`config.mk`:
```
export PLATFORM = sky130hd
export DESIGN_NAME = sar_scan_ctrl
export DESIGN_NICKNAME = d
export VERILOG_FILES = /design/src/rtl/sar_pkg.sv /design/src/rtl/sar_core.sv /design/src/rtl/sar_scan_ctrl.sv
export SDC_FILE = /design/constraint.sdc
export NUM_CORES = 1
export LEC_CHECK = 0
export CAP_MARGIN = 40
export CORE_MARGIN = 3
export CORE_UTILIZATION = 50
export DETAILED_ROUTE_END_ITERATION = 12
export PLACE_DENSITY_LB_ADDON = 0.25
export SLEW_MARGIN = 20
export SYNTH_ARGS = -nofsm -noshare
export SYNTH_HDL_FRONTEND = slang
export SYNTH_SLANG_ARGS = --single-unit
```
`constraint.sdc`:
```
create_clock -name clk -period 3.75 [get_ports clk]
set_input_delay 0.5625 -clock clk [delete_from_list [all_inputs] [get_ports clk]]
set_output_delay 0.5625 -clock clk [all_outputs]
set_load 0.05 [all_outputs]
```
`src/rtl/sar_pkg.sv`:
```
// Shared types and width helpers for the SAR scan controller and its bit-search core.
package sar_pkg;

  typedef enum logic [1:0] {
    ST_IDLE,
    ST_SETTLE,
    ST_CONV,
    ST_OUT
  } state_t;

  // Width of a counter or index covering n values, never narrower than one bit.
  function automatic int cntw(input int n);
    return (n <= 2) ? 1 : $clog2(n);
  endfunction

endpackage

```
`src/rtl/sar_core.sv`:
```
// Single-conversion successive-approximation engine: one trial bit per cycle, MSB first.
module sar_core #(
  parameter int SIZE = 8
) (
  input  logic            clk,
  input  logic            rst,
  input  logic            go,
  input  logic            cmp,
  output logic [SIZE-1:0] dac,
  output logic [SIZE-1:0] result,
  output logic            done
);

  logic [SIZE-1:0] ptr_reg;
  logic [SIZE-1:0] code_reg;
  logic [SIZE-1:0] kept;

  // Resolve the current trial bit against the comparator.
  assign kept   = cmp ? code_reg : (code_reg & ~ptr_reg);
  assign dac    = code_reg;
  assign result = kept;
  assign done   = ptr_reg[0];

  always_ff @(posedge clk) begin
    if (rst) begin
      ptr_reg  <= '0;
      code_reg <= '0;
    end else if (go) begin
      ptr_reg  <= {1'b1, {(SIZE-1){1'b0}}};
      code_reg <= {1'b1, {(SIZE-1){1'b0}}};
    end else if (|ptr_reg) begin
      ptr_reg  <= ptr_reg >> 1;
      // After the LSB decision the DAC returns to zero for the next settle window.
      code_reg <= ptr_reg[0] ? '0 : (kept | (ptr_reg >> 1));
    end
  end

endmodule

```
`src/rtl/sar_scan_ctrl.sv`:
```
// Multi-channel SAR scan controller: channel sequencing, settle timing, averaging and result handshake.
module sar_scan_ctrl
  import sar_pkg::*;
#(
  parameter  int SIZE     = 8,
  parameter  int NCH      = 4,
  parameter  int SETTLE   = 2,
  parameter  int AVG_LOG2 = 0,
  localparam int CHW      = cntw(NCH)
) (
  input  logic            clk,
  input  logic            rst,
  input  logic            start,
  input  logic            cont,
  input  logic [NCH-1:0]  ch_mask,
  input  logic            cmp,
  output logic [SIZE-1:0] dac,
  output logic [SIZE-1:0] dacn,
  output logic            clkn,
  output logic [CHW-1:0]  ch_sel,
  output logic            sample,
  output logic            busy,
  output logic [SIZE-1:0] data,
  output logic [CHW-1:0]  data_ch,
  output logic            data_valid,
  input  logic            data_ready
);

  localparam int SW   = cntw(SETTLE);
  localparam int AW   = SIZE + AVG_LOG2;
  localparam int CW   = AVG_LOG2 + 1;
  localparam int NAVG = 1 << AVG_LOG2;

  state_t          state_reg;
  logic [NCH-1:0]  mask_reg;
  logic [NCH-1:0]  above;
  logic [CHW-1:0]  ch_reg;
  logic [SW-1:0]   settle_cnt_reg;
  logic [CW-1:0]   samp_cnt_reg;
  logic [AW-1:0]   acc_reg;
  logic [AW-1:0]   acc_sum;
  logic [SIZE-1:0] data_reg;
  logic [CHW-1:0]  data_ch_reg;
  logic [SIZE-1:0] core_result;
  logic            core_done;
  logic            sample_reg;
  logic            busy_reg;
  logic            dv_reg;
  logic            go;
  logic            settle_last;
  logic            last_sample;

  function automatic logic [CHW-1:0] lowest_set(input logic [NCH-1:0] m);
    lowest_set = '0;
    for (int i = NCH - 1; i >= 0; i--) begin
      if (m[i]) lowest_set = CHW'(i);
    end
  endfunction

  // Enabled channels strictly above the current one, for in-order scanning.
  generate
    for (genvar gi = 0; gi < NCH; gi++) begin : g_above
      localparam logic [CHW-1:0] GI = CHW'(gi);
      assign above[gi] = mask_reg[gi] && (GI > ch_reg);
    end
  endgenerate

  assign settle_last = (settle_cnt_reg == SW'(SETTLE - 1));
  assign go          = (state_reg == ST_SETTLE) && settle_last;
  assign last_sample = (samp_cnt_reg == CW'(NAVG - 1));
  assign acc_sum     = acc_reg + AW'(core_result);

  sar_core #(
    .SIZE (SIZE)
  ) u_core (
    .clk    (clk),
    .rst    (rst),
    .go     (go),
    .cmp    (cmp),
    .dac    (dac),
    .result (core_result),
    .done   (core_done)
  );

  always_ff @(posedge clk) begin
    if (rst) begin
      state_reg      <= ST_IDLE;
      mask_reg       <= '0;
      ch_reg         <= '0;
      settle_cnt_reg <= '0;
      samp_cnt_reg   <= '0;
      acc_reg        <= '0;
      data_reg       <= '0;
      data_ch_reg    <= '0;
      sample_reg     <= 1'b0;
      busy_reg       <= 1'b0;
      dv_reg         <= 1'b0;
    end else begin
      case (state_reg)
        ST_IDLE: begin
          if (start && |ch_mask) begin
            mask_reg       <= ch_mask;
            ch_reg         <= lowest_set(ch_mask);
            settle_cnt_reg <= '0;
            samp_cnt_reg   <= '0;
            acc_reg        <= '0;
            sample_reg     <= 1'b1;
            busy_reg       <= 1'b1;
            state_reg      <= ST_SETTLE;
          end
        end
        ST_SETTLE: begin
          if (settle_last) begin
            sample_reg <= 1'b0;
            state_reg  <= ST_CONV;
          end else begin
            settle_cnt_reg <= settle_cnt_reg + 1'b1;
          end
        end
        ST_CONV: begin
          if (core_done) begin
            acc_reg <= acc_sum;
            if (last_sample) begin
              data_reg    <= SIZE'(acc_sum >> AVG_LOG2);
              data_ch_reg <= ch_reg;
              dv_reg      <= 1'b1;
              state_reg   <= ST_OUT;
            end else begin
              samp_cnt_reg   <= samp_cnt_reg + 1'b1;
              settle_cnt_reg <= '0;
              sample_reg     <= 1'b1;
              state_reg      <= ST_SETTLE;
            end
          end
        end
        ST_OUT: begin
          // Everything holds until the consumer takes the result.
          if (data_ready) begin
            dv_reg         <= 1'b0;
            acc_reg        <= '0;
            samp_cnt_reg   <= '0;
            settle_cnt_reg <= '0;
            if (|above) begin
              ch_reg     <= lowest_set(above);
              sample_reg <= 1'b1;
              state_reg  <= ST_SETTLE;
            end else if (cont) begin
              ch_reg     <= lowest_set(mask_reg);
              sample_reg <= 1'b1;
              state_reg  <= ST_SETTLE;
            end else begin
              busy_reg  <= 1'b0;
              state_reg <= ST_IDLE;
            end
          end
        end
        default: state_reg <= ST_IDLE;
      endcase
    end
  end

  assign dacn       = ~dac;
  assign clkn       = ~clk;
  assign ch_sel     = ch_reg;
  assign sample     = sample_reg;
  assign busy       = busy_reg;
  assign data       = data_reg;
  assign data_ch    = data_ch_reg;
  assign data_valid = dv_reg;

endmodule
```
After elaboration in Yosys (flattened, before gate mapping)
Index checks and enable logic that the tools add are counted.
- register bits: 47
- output and inout port bits: 32
- bits of input ports: 10
- add/sub/neg operators: 3
- reductions and logical operators: 24
- order comparisons: 4
- equality and inequality tests: 12
- multiplexer cells: 59
- bitwise logic cells: 6
- operators by type and width (operator ; number):
    $mux W8 ; 9
    $mux W2 ; 21
    $pmux W8 S3 ; 1
    $mux W1 ; 21
    $reduce_and A4 Y1 ; 5
    $not A8 Y8 ; 2
    $ne A2 B2 Y1 const B ; 7
    $add A8 B8 Y8 ; 1
    $and A8 B8 Y8 ; 1
    $or A8 B7 Y8 ; 1
    $pmux W1 S4 ; 2
    $pmux W2 S4 ; 1
    $reduce_or A4 Y1 ; 2
    $reduce_or A8 Y1 ; 1
    $logic_and A1 B1 Y1 ; 6
    $reduce_and A6 Y1 ; 1
    $reduce_bool A2 Y1 ; 3
    $reduce_and A5 Y1 ; 1
    $eq A2 B2 Y1 const B ; 2
    $gt A1 B2 Y1 const A ; 2
    $gt A2 B2 Y1 const A ; 2
    $pmux W1 S2 ; 2
    $pmux W2 S2 ; 1
    $ne A3 B3 Y1 const B ; 1
    10 further kinds ; 12

Logic depth before layout (Yosys ltp)
Gate-level depths: netlist (run 1).
- word-level depth: 9
- mapped depth: 10
- mapped depth without buffers: 10

Cells and area by module
Synthesis (run 1) repeated with hierarchy kept, for this count alone.
- cells, all modules: 270
- area, all modules: 2299.7 µm²
- modules (own cells, without submodules) (module ; instances ; seq. area each (µm²) ; area each (µm²) ; cells an instance):
    sar_scan_ctrl ; 1 ; 600.6 ; 1771.7 ; 225
    sar_core ; 1 ; 320.3 ; 528.0 ; 45

==> key figures, run 1 <==
Cells and area
  • Fill count: between 400 and 500
  • Share of layout cells above drive strength 1: 0.08581
  • Most frequent cells in the layout: dfxtp_1, clkdlybuf4s50_1, a21oi_1
  • Area Overhead vs Synth: 22.80%
  • Most common cell after layout, fill and taps aside: dfxtp_1
  • ANT cells: 0
  • NumNets Final: 325
  • Non-Filler Cell Area, Final: 0.002816 sq mm

Timing
  • Final Hold Fails: 0
  • Final Max Tran Viols: 0
  • Finish-stage setup viols: 0
  • Clock Skew: 7.290 ps
  • Setup_tns: 0 ps
  • RSZ-0062 raised after global routing: no
  • Max_slew headroom: 0.6079
  • Worst-Margin Slew: 588.2 ps

Place
  • RD Place Congestion: ~0.83
  • Input/output buffers: between 40 and 50
  • Placed Area: 0.002731 sq mm
  • Hpwl dp: 3641 microns

CTS
  • Clock root buffer master: clkbuf_8
  • Worst skew pair latency: 300 ps
  • CTS HTree Levels: 2
  • Worst-path clk slew: ~80 ps
  • CTS tree: done
  • CTS Buffer Depth: 2
  • Hold buffers post-CTS: 0
  • Quantity of gates resized following cts: 0
  • # Post-CTS Setup Buffers: 0
  • Cts bufs inserted: 5

Worst setup path
  • Crit-path cells: clkbuf_8 > clkbuf_8 > inv_1 > clkdlybuf4s50_1
  • Crit end category: output pin
  • CP arrival: a little over 3000 ps
  • Flop-to-flop setup slack: 1540 ps
  • Startpoint types: clock port
  • Worst Setup Path Type: clk -> out
  • CP max FO: 12
  • Slowest stage delay, CP: just under 800 ps
  • CP most frequent cell: clkbuf_8
  • Worst R2R Path Depth: 9
  • Buf/Inv on CP: 4
  • Crit-path slowest cell: clkdlybuf4s50_1
  • Launch point of the worst reg-to-reg path: u_core.ptr_reg[0]$_SDFFE_PP0P_
  • Crit path required time: 3190 ps
  • Worst flop-to-flop path endpoint: data[6]$_SDFFE_PP0P_
  • CP top delay family: buffers and inverters

Run
  • Maxcap violations: 0

Synth
  • Unique masters post-synth: around 50
  • Simple-gate share of the synthesized area: 0.2057
  • Synth Area in XOR/XNOR: 0.02291
  • Post-synth top area share: 0.4015
  • Mean Syn Cell Area: 8.754 sq um
  • Synth Area in Compound Gates: 0.2297
  • Largest family of logic cells by synthesized area: compound AO/OA/AOI/OAI gates
  • Yosys warnings: 0
  • Top_reg_cell synth: dfxtp_1
  • EDFF count, synth: 0
  • Fraction of the mapped netlist area in adder cells: 0.07420
  • Leading area contributor after synthesis: dfxtp_1
  • Post-synth ARST share: 0
  • Mapped Cells: roughly 260
  • #FFs+latches synth: between 40 and 50
  • Netlist Area Pre-Place: between 0.002 and 0.0025 sq mm
  • Synthesized net count: 285
  • Multiplexer share of the synthesized area: 0.01364
  • Register area share after synthesis: 0.4015
  • Synth top area cells: dfxtp_1, a21oi_1, ha_1, nand2_1, inv_1

Global routing
  • Antenna violations before repair: 0
  • First-pass GRT wire length: 7852 microns
  • Largest net degree at the start of global routing: 32
  • Vias in the first global route: around 1,700
  • Gr usage total: 0.1852
  • Grt total ovfl: 0

Route
  • Post-DRT Antenna Nets: 0
  • Wire per inst: between 10 and 15 microns
  • WL final: ~4800 microns
  • Drt initial violations: 130
  • Total number of vias: approximately 1,900
  • Vias per inst: about 5.4
  • Post-route DRC: 0
  • Drt pass-1 iters: 4

Floorplan
  • Die Area: about 0.0054 sq mm
  • CORE AREA: around 0.0044 sq mm
  • Row Count: 24
  • Initial Utilization: 0.5231
  • IO Pins: 42
  • Die width: about 74 microns
  • Die Y: 73.73 microns

Worst hold path
  • Worst hold path cell count: 2
  • Hold Path Origin: data_ch[1]$_SDFFE_PP0P_
  • Worst hold path type: reg -> reg
  • Hold Path Sink: data_ch[1]$_SDFFE_PP0P_

Power and ir drop
  • Combinational share of power: 0.350
  • Sw Share: 0.3961
  • P_int: 0.0008727 W
  • Leakage: between 1 and 1.5 nW
  • Worst vdd ir: roughly 430 uV
  • Psw: ~0.00057 W
  • Reg power frac: 0.396
  • Clk pwr share: 0.254
  • Total power per unit cell area: slightly above 500 mW/mm^2

Outcome
  • Status: finished clean
power groups by stage:
stage,sequential [W],clock (W),combinational [W]
after detailed placement,0.000583,0.0000652,0.000505
final,0.000573,0.000367,0.000505
after global placement,0.000583,0.0000652,0.000499
after global routing,0.000580,0.000394,0.000553
after CTS,0.000572,0.000379,0.000506
after floorplan,0.000633,0.0000451,0.000339
area by class of cell:
class                           instances  area [sq um]  area share
Clock inverter                          3         16.27    0.005775
Timing Repair Buffer                   41         407.9      0.1448
Inverter                               19         71.32     0.02532
Sequential cell                        46         920.9      0.3270
Clock buffer                            7         82.58     0.02932
Tap cell                               52         65.06     0.02310
Multi-Input combinational cell        187          1252      0.4447
how the worst max path moves through the flow:
stage,from,endpoint,slack [ps],cells after the start
global route,clk,clkn,130,4
global placement,clk,clkn,500,2
floorplan,clk,clkn,1020,1
CTS,clk,clkn,150,4
finish,clk,clkn,170,4
detailed placement,clk,clkn,500,2
Yosys cell counts, types with 2 or more instances:
| cell type | number |
|---|---|
| a22o_1 | 3 |
| a21o_1 | 2 |
| nor2_1 | 17 |
| or2_2 | 2 |
| o31a_1 | 2 |
| nand2_1 | 29 |
| nand3_1 | 11 |
| o221ai_1 | 2 |
| ha_1 | 12 |
| clkbuf_1 | 4 |
| nand2b_1 | 8 |
| o21ai_0 | 6 |
| xnor2_1 | 3 |
| o21a_1 | 2 |
| nor3_1 | 5 |
| a2111oi_2 | 2 |
| nor4b_1 | 2 |
| a32o_1 | 2 |
| xor2_1 | 3 |
| nor2b_1 | 4 |
| buf_2 | 2 |
| o21ba_2 | 5 |
| inv_1 | 20 |
| mux2i_1 | 2 |
| dfxtp_1 | 46 |
| and2_1 | 9 |
| a21oi_1 | 33 |
per-stage QoR:
stage	util	setup slack, ps	power (W)	hold slack [ps]	std cells
6_report	0.6424	169.0	0.001445	454.6	355
5_1_grt	0.6424	131.4	0.001527	481.7	355
4_1_cts	0.6424	151.3	0.001458	458.8	355
3_5_place_dp	0.6230	504.2	0.001154	446.4	347
3_3_place_gp	0.6230	504.2	0.001147	442.4	347
2_1_floorplan	-	1016	0.001018	434.4	262
cell families (layout without fill, tap and decap cells):
family                     after synthesis  after routing
buffers and inverters                   29             70
xor gates and xnor gates                 6              6
muxes                                    3              3
AOI/OAI and AO/OA                       72             72
and+or+nand+nor                         93             93
DFF                                     46             46
adders and majority gates               13             13
worst reg2reg max path: cells and delay by family (launching register included):
| family | cells | cell delay (ps) |
|---|---|---|
| DFF | 1 | 470 |
| adders and majority gates | 2 | 420 |
| and+or+nand+nor | 2 | 220 |
| AOI/OAI and AO/OA | 4 | 930 |
| buffers and inverters | 1 | 70 |
layer usage:
layer	global-route usage	wire length [microns]	up-vias
met5	0	0	-
met4	0.06640	73	0
met3	0.04788	238	5
met2	0.2717	2162	40
met1	0.2605	2317	881
li1	-	-	987
Note: power is estimated with default switching activity, not from simulation.
==> inputs of run 2 (changes only) <==
==> constraint.sdc (replaced) <==
create_clock -name clk -period 3.57 [get_ports clk]
set_input_delay 0.5355 -clock clk [delete_from_list [all_inputs] [get_ports clk]]
set_output_delay 0.5355 -clock clk [all_outputs]
set_load 0.05 [all_outputs]
==> run 2 against run 1 <==
Via count rose by 0.94%. Power rose by 7.9%. Core utilization rose by 0.37 points. Setup slack got worse by 61 ps. Die area did not move. Critical endpoint unchanged. Largest power group unchanged. Final cell count did not move. Combinational power rose by 6.3%. Highest routed layer unchanged. Critical path type unchanged. Wire length rose by 1.6%.
==> key figures, run 2 (synthesis gave the netlist of run 1 again) <==
Floorplan
  • Die width: 73.73 microns (unchanged)
  • CORE AREA: 0.004384 sq mm (unchanged)
  • IO Pins: 42 (unchanged)
  • Die Y: 73.73 microns (unchanged)
  • Row Count: 24 (unchanged)
  • Initial Utilization: 0.5231 (unchanged)
  • Die Area: 0.005435 sq mm (unchanged)

Timing
  • Final Max Tran Viols: 0 (unchanged)
  • Worst-Margin Slew: 551.1 ps (-37.10 ps)
  • Max_slew headroom: 0.6326 (+0.02473)
  • Final setup margin: 107.8 ps (-61.24 ps)
  • Clock Skew: 4.474 ps (-2.816 ps)
  • Finish-stage setup viols: 0 (unchanged)
  • Setup_tns: 0 ps (unchanged)
  • RSZ-0062 raised after global routing: no
  • Final Hold Fails: 0 (unchanged)

Worst setup path
  • CP most frequent cell: clkbuf_8
  • Flop-to-flop setup slack: 1310 ps (-230 ps)
  • Crit-path cells: clkbuf_8 > clkbuf_8 > inv_1 > clkdlybuf4s50_1
  • Worst R2R Path Depth: 9 (unchanged)
  • Launch point of the worst reg-to-reg path: u_core.ptr_reg[0]$_SDFFE_PP0P_
  • Startpoint types: clock port
  • CP arrival: 2930 ps (-90 ps)
  • Slowest stage delay, CP: 790 ps (about the same)
  • Crit-path slowest cell: clkdlybuf4s50_1
  • Crit end category: output pin
  • Worst Setup Path Type: clk -> out
  • Crit path required time: 3030 ps (-160 ps)
  • CP max FO: 13 (+1)
  • Worst flop-to-flop path endpoint: data[6]$_SDFFE_PP0P_

Route
  • Drt initial violations: 103 (-21%)
  • Post-route DRC: 0 (unchanged)
  • Vias per inst: 5.439 (+0.94%)
  • Total number of vias: 1,931 (+0.94%)
  • Wire per inst: 13.72 microns (+1.6%)
  • Drt pass-1 iters: 4 (unchanged)
  • Post-DRT Antenna Nets: 0 (unchanged)
  • WL final: 4870 microns (+1.6%)

Cells and area
  • Non-Filler Instances: 355 (unchanged)
  • Post-layout util: 0.6461 (+0.003710)
  • Most frequent cells in the layout: dfxtp_1, clkdlybuf4s50_1, a21oi_1
  • Area Overhead vs Synth: 23.51%
  • Share of layout cells above drive strength 1: 0.08251 (-0.003300)
  • Most common cell after layout, fill and taps aside: dfxtp_1
  • ANT cells: 0 (unchanged)
  • NumNets Final: 325 (unchanged)

Global routing
  • Grt total ovfl: 0 (unchanged)
  • First-pass GRT wire length: 8045 microns (+2.5%)
  • Vias in the first global route: 1,715 (-0.35%)
  • Gr usage total: 0.1887 (+0.003483)
  • Antenna violations before repair: 0 (unchanged)
  • Largest net degree at the start of global routing: 31 (-3.1%)

Run
  • Maxcap violations: 0 (unchanged)

Power and ir drop
  • Clk pwr share: 0.270 (+0.016)
  • Sw Share: 0.3849 (-0.01122)
  • Total power per unit cell area: 550.5 mW/mm^2 (+7.3%)
  • Psw: 0.0006001 W (+4.8%)
  • Reg power frac: 0.385 (-0.011)
  • Combinational share of power: 0.344 (-0.006)
  • Leakage: 1.115 nW (+1.6%)
  • Worst vdd ir: 478.0 uV (+11%)
  • Final Power: 0.001559 W (+7.9%)
  • P_int: 0.0009592 W (+9.9%)

Worst hold path
  • Worst hold path type: reg -> reg
  • Worst hold path cell count: 2 (unchanged)
  • Hold Path Sink: data[0]$_SDFFE_PP0P_
  • Hold Path Origin: data[0]$_SDFFE_PP0P_

CTS
  • Hold buffers post-CTS: 0 (unchanged)
  • Worst-path clk slew: 80 ps (about the same)
  • Quantity of gates resized following cts: 0 (unchanged)
  • Cts bufs inserted: 5 (unchanged)
  • Worst skew pair latency: 300 ps (about the same)
  • CTS tree: done
  • Clock root buffer master: clkbuf_8
  • CTS HTree Levels: 2 (unchanged)
  • # Post-CTS Setup Buffers: 0 (unchanged)
  • CTS Buffer Depth: 2 (unchanged)

Place
  • Hpwl dp: 3658 microns (+0.47%)
  • RD Place Congestion: 0.8229 (-0.94%)
  • Placed Cells incl. Taps: 347 (unchanged)
  • Input/output buffers: 41 (unchanged)
  • Pre-CTS setup slack: 441.2 ps (-63.00 ps)

Outcome
  • Status: finished clean
==> run 2: changes by cell type in the layout (fill, tap and decap cells not counted) <==
cell and change:
inv_1 +1, clkinvlp_4 -1, clkinvlp_2 -1, clkbuf_16 +1
==> run 2: how the worst max path moves through the flow <==
stage	end	cells after the start	start
after floorplan	data[6]$_SDFFE_PP0P_	10	u_core.dac[0]$_SDFFE_PP0P_
after global placement	clkn	2	clk
after detailed placement	clkn	2	clk
after CTS	clkn	4	clk
after global routing	clkn	4	clk
final	clkn	4	clk
==> run 2: final cells by class <==
| type | count | area, sq um |
|---|---|---|
| fill | 395 | 1551 |
| multi-input combinational | 187 | 1252 |
| sequential | 46 | 920.9 |
| timing repair buffer | 41 | 407.9 |
| clock buffer | 8 | 107.6 |
| inverter | 19 | 71.32 |
| tap | 52 | 65.06 |
| clock inverter | 2 | 7.507 |
==> run 2: routing by layer <==
layer,up-vias,global-route usage,routed length (microns)
met5,-,0,0
met4,0,0.05634,57
met3,5,0.04788,185
met2,33,0.2815,2289
met1,905,0.2671,2337
li1,988,-,-
==> run 2: critical path, delay by kind of cell <==
family   cells  cell delay (ps)
buf+inv      4             1130
==> run 2: power by group through the flow <==
stage / combinational, W / clock [W] / sequential [W]
after global placement: 0.000524 / 0.0000685 / 0.000612
after global routing: 0.000586 / 0.000449 / 0.000606
after CTS: 0.000537 / 0.000431 / 0.000600
final: 0.000537 / 0.000422 / 0.000600
after detailed placement: 0.000533 / 0.0000685 / 0.000612
after floorplan: 0.000357 / 0.0000473 / 0.000665
==> run 2: metrics by stage <==
stage / instance area [sq um] / hold slack (ps)
detailed placement: 2731 / 448.0
CTS: 2833 / 459.8
finish: 2833 / 456.9
global route: 2833 / 481.5
floorplan: 2293 / 434.4
global placement: 2731 / 442.5
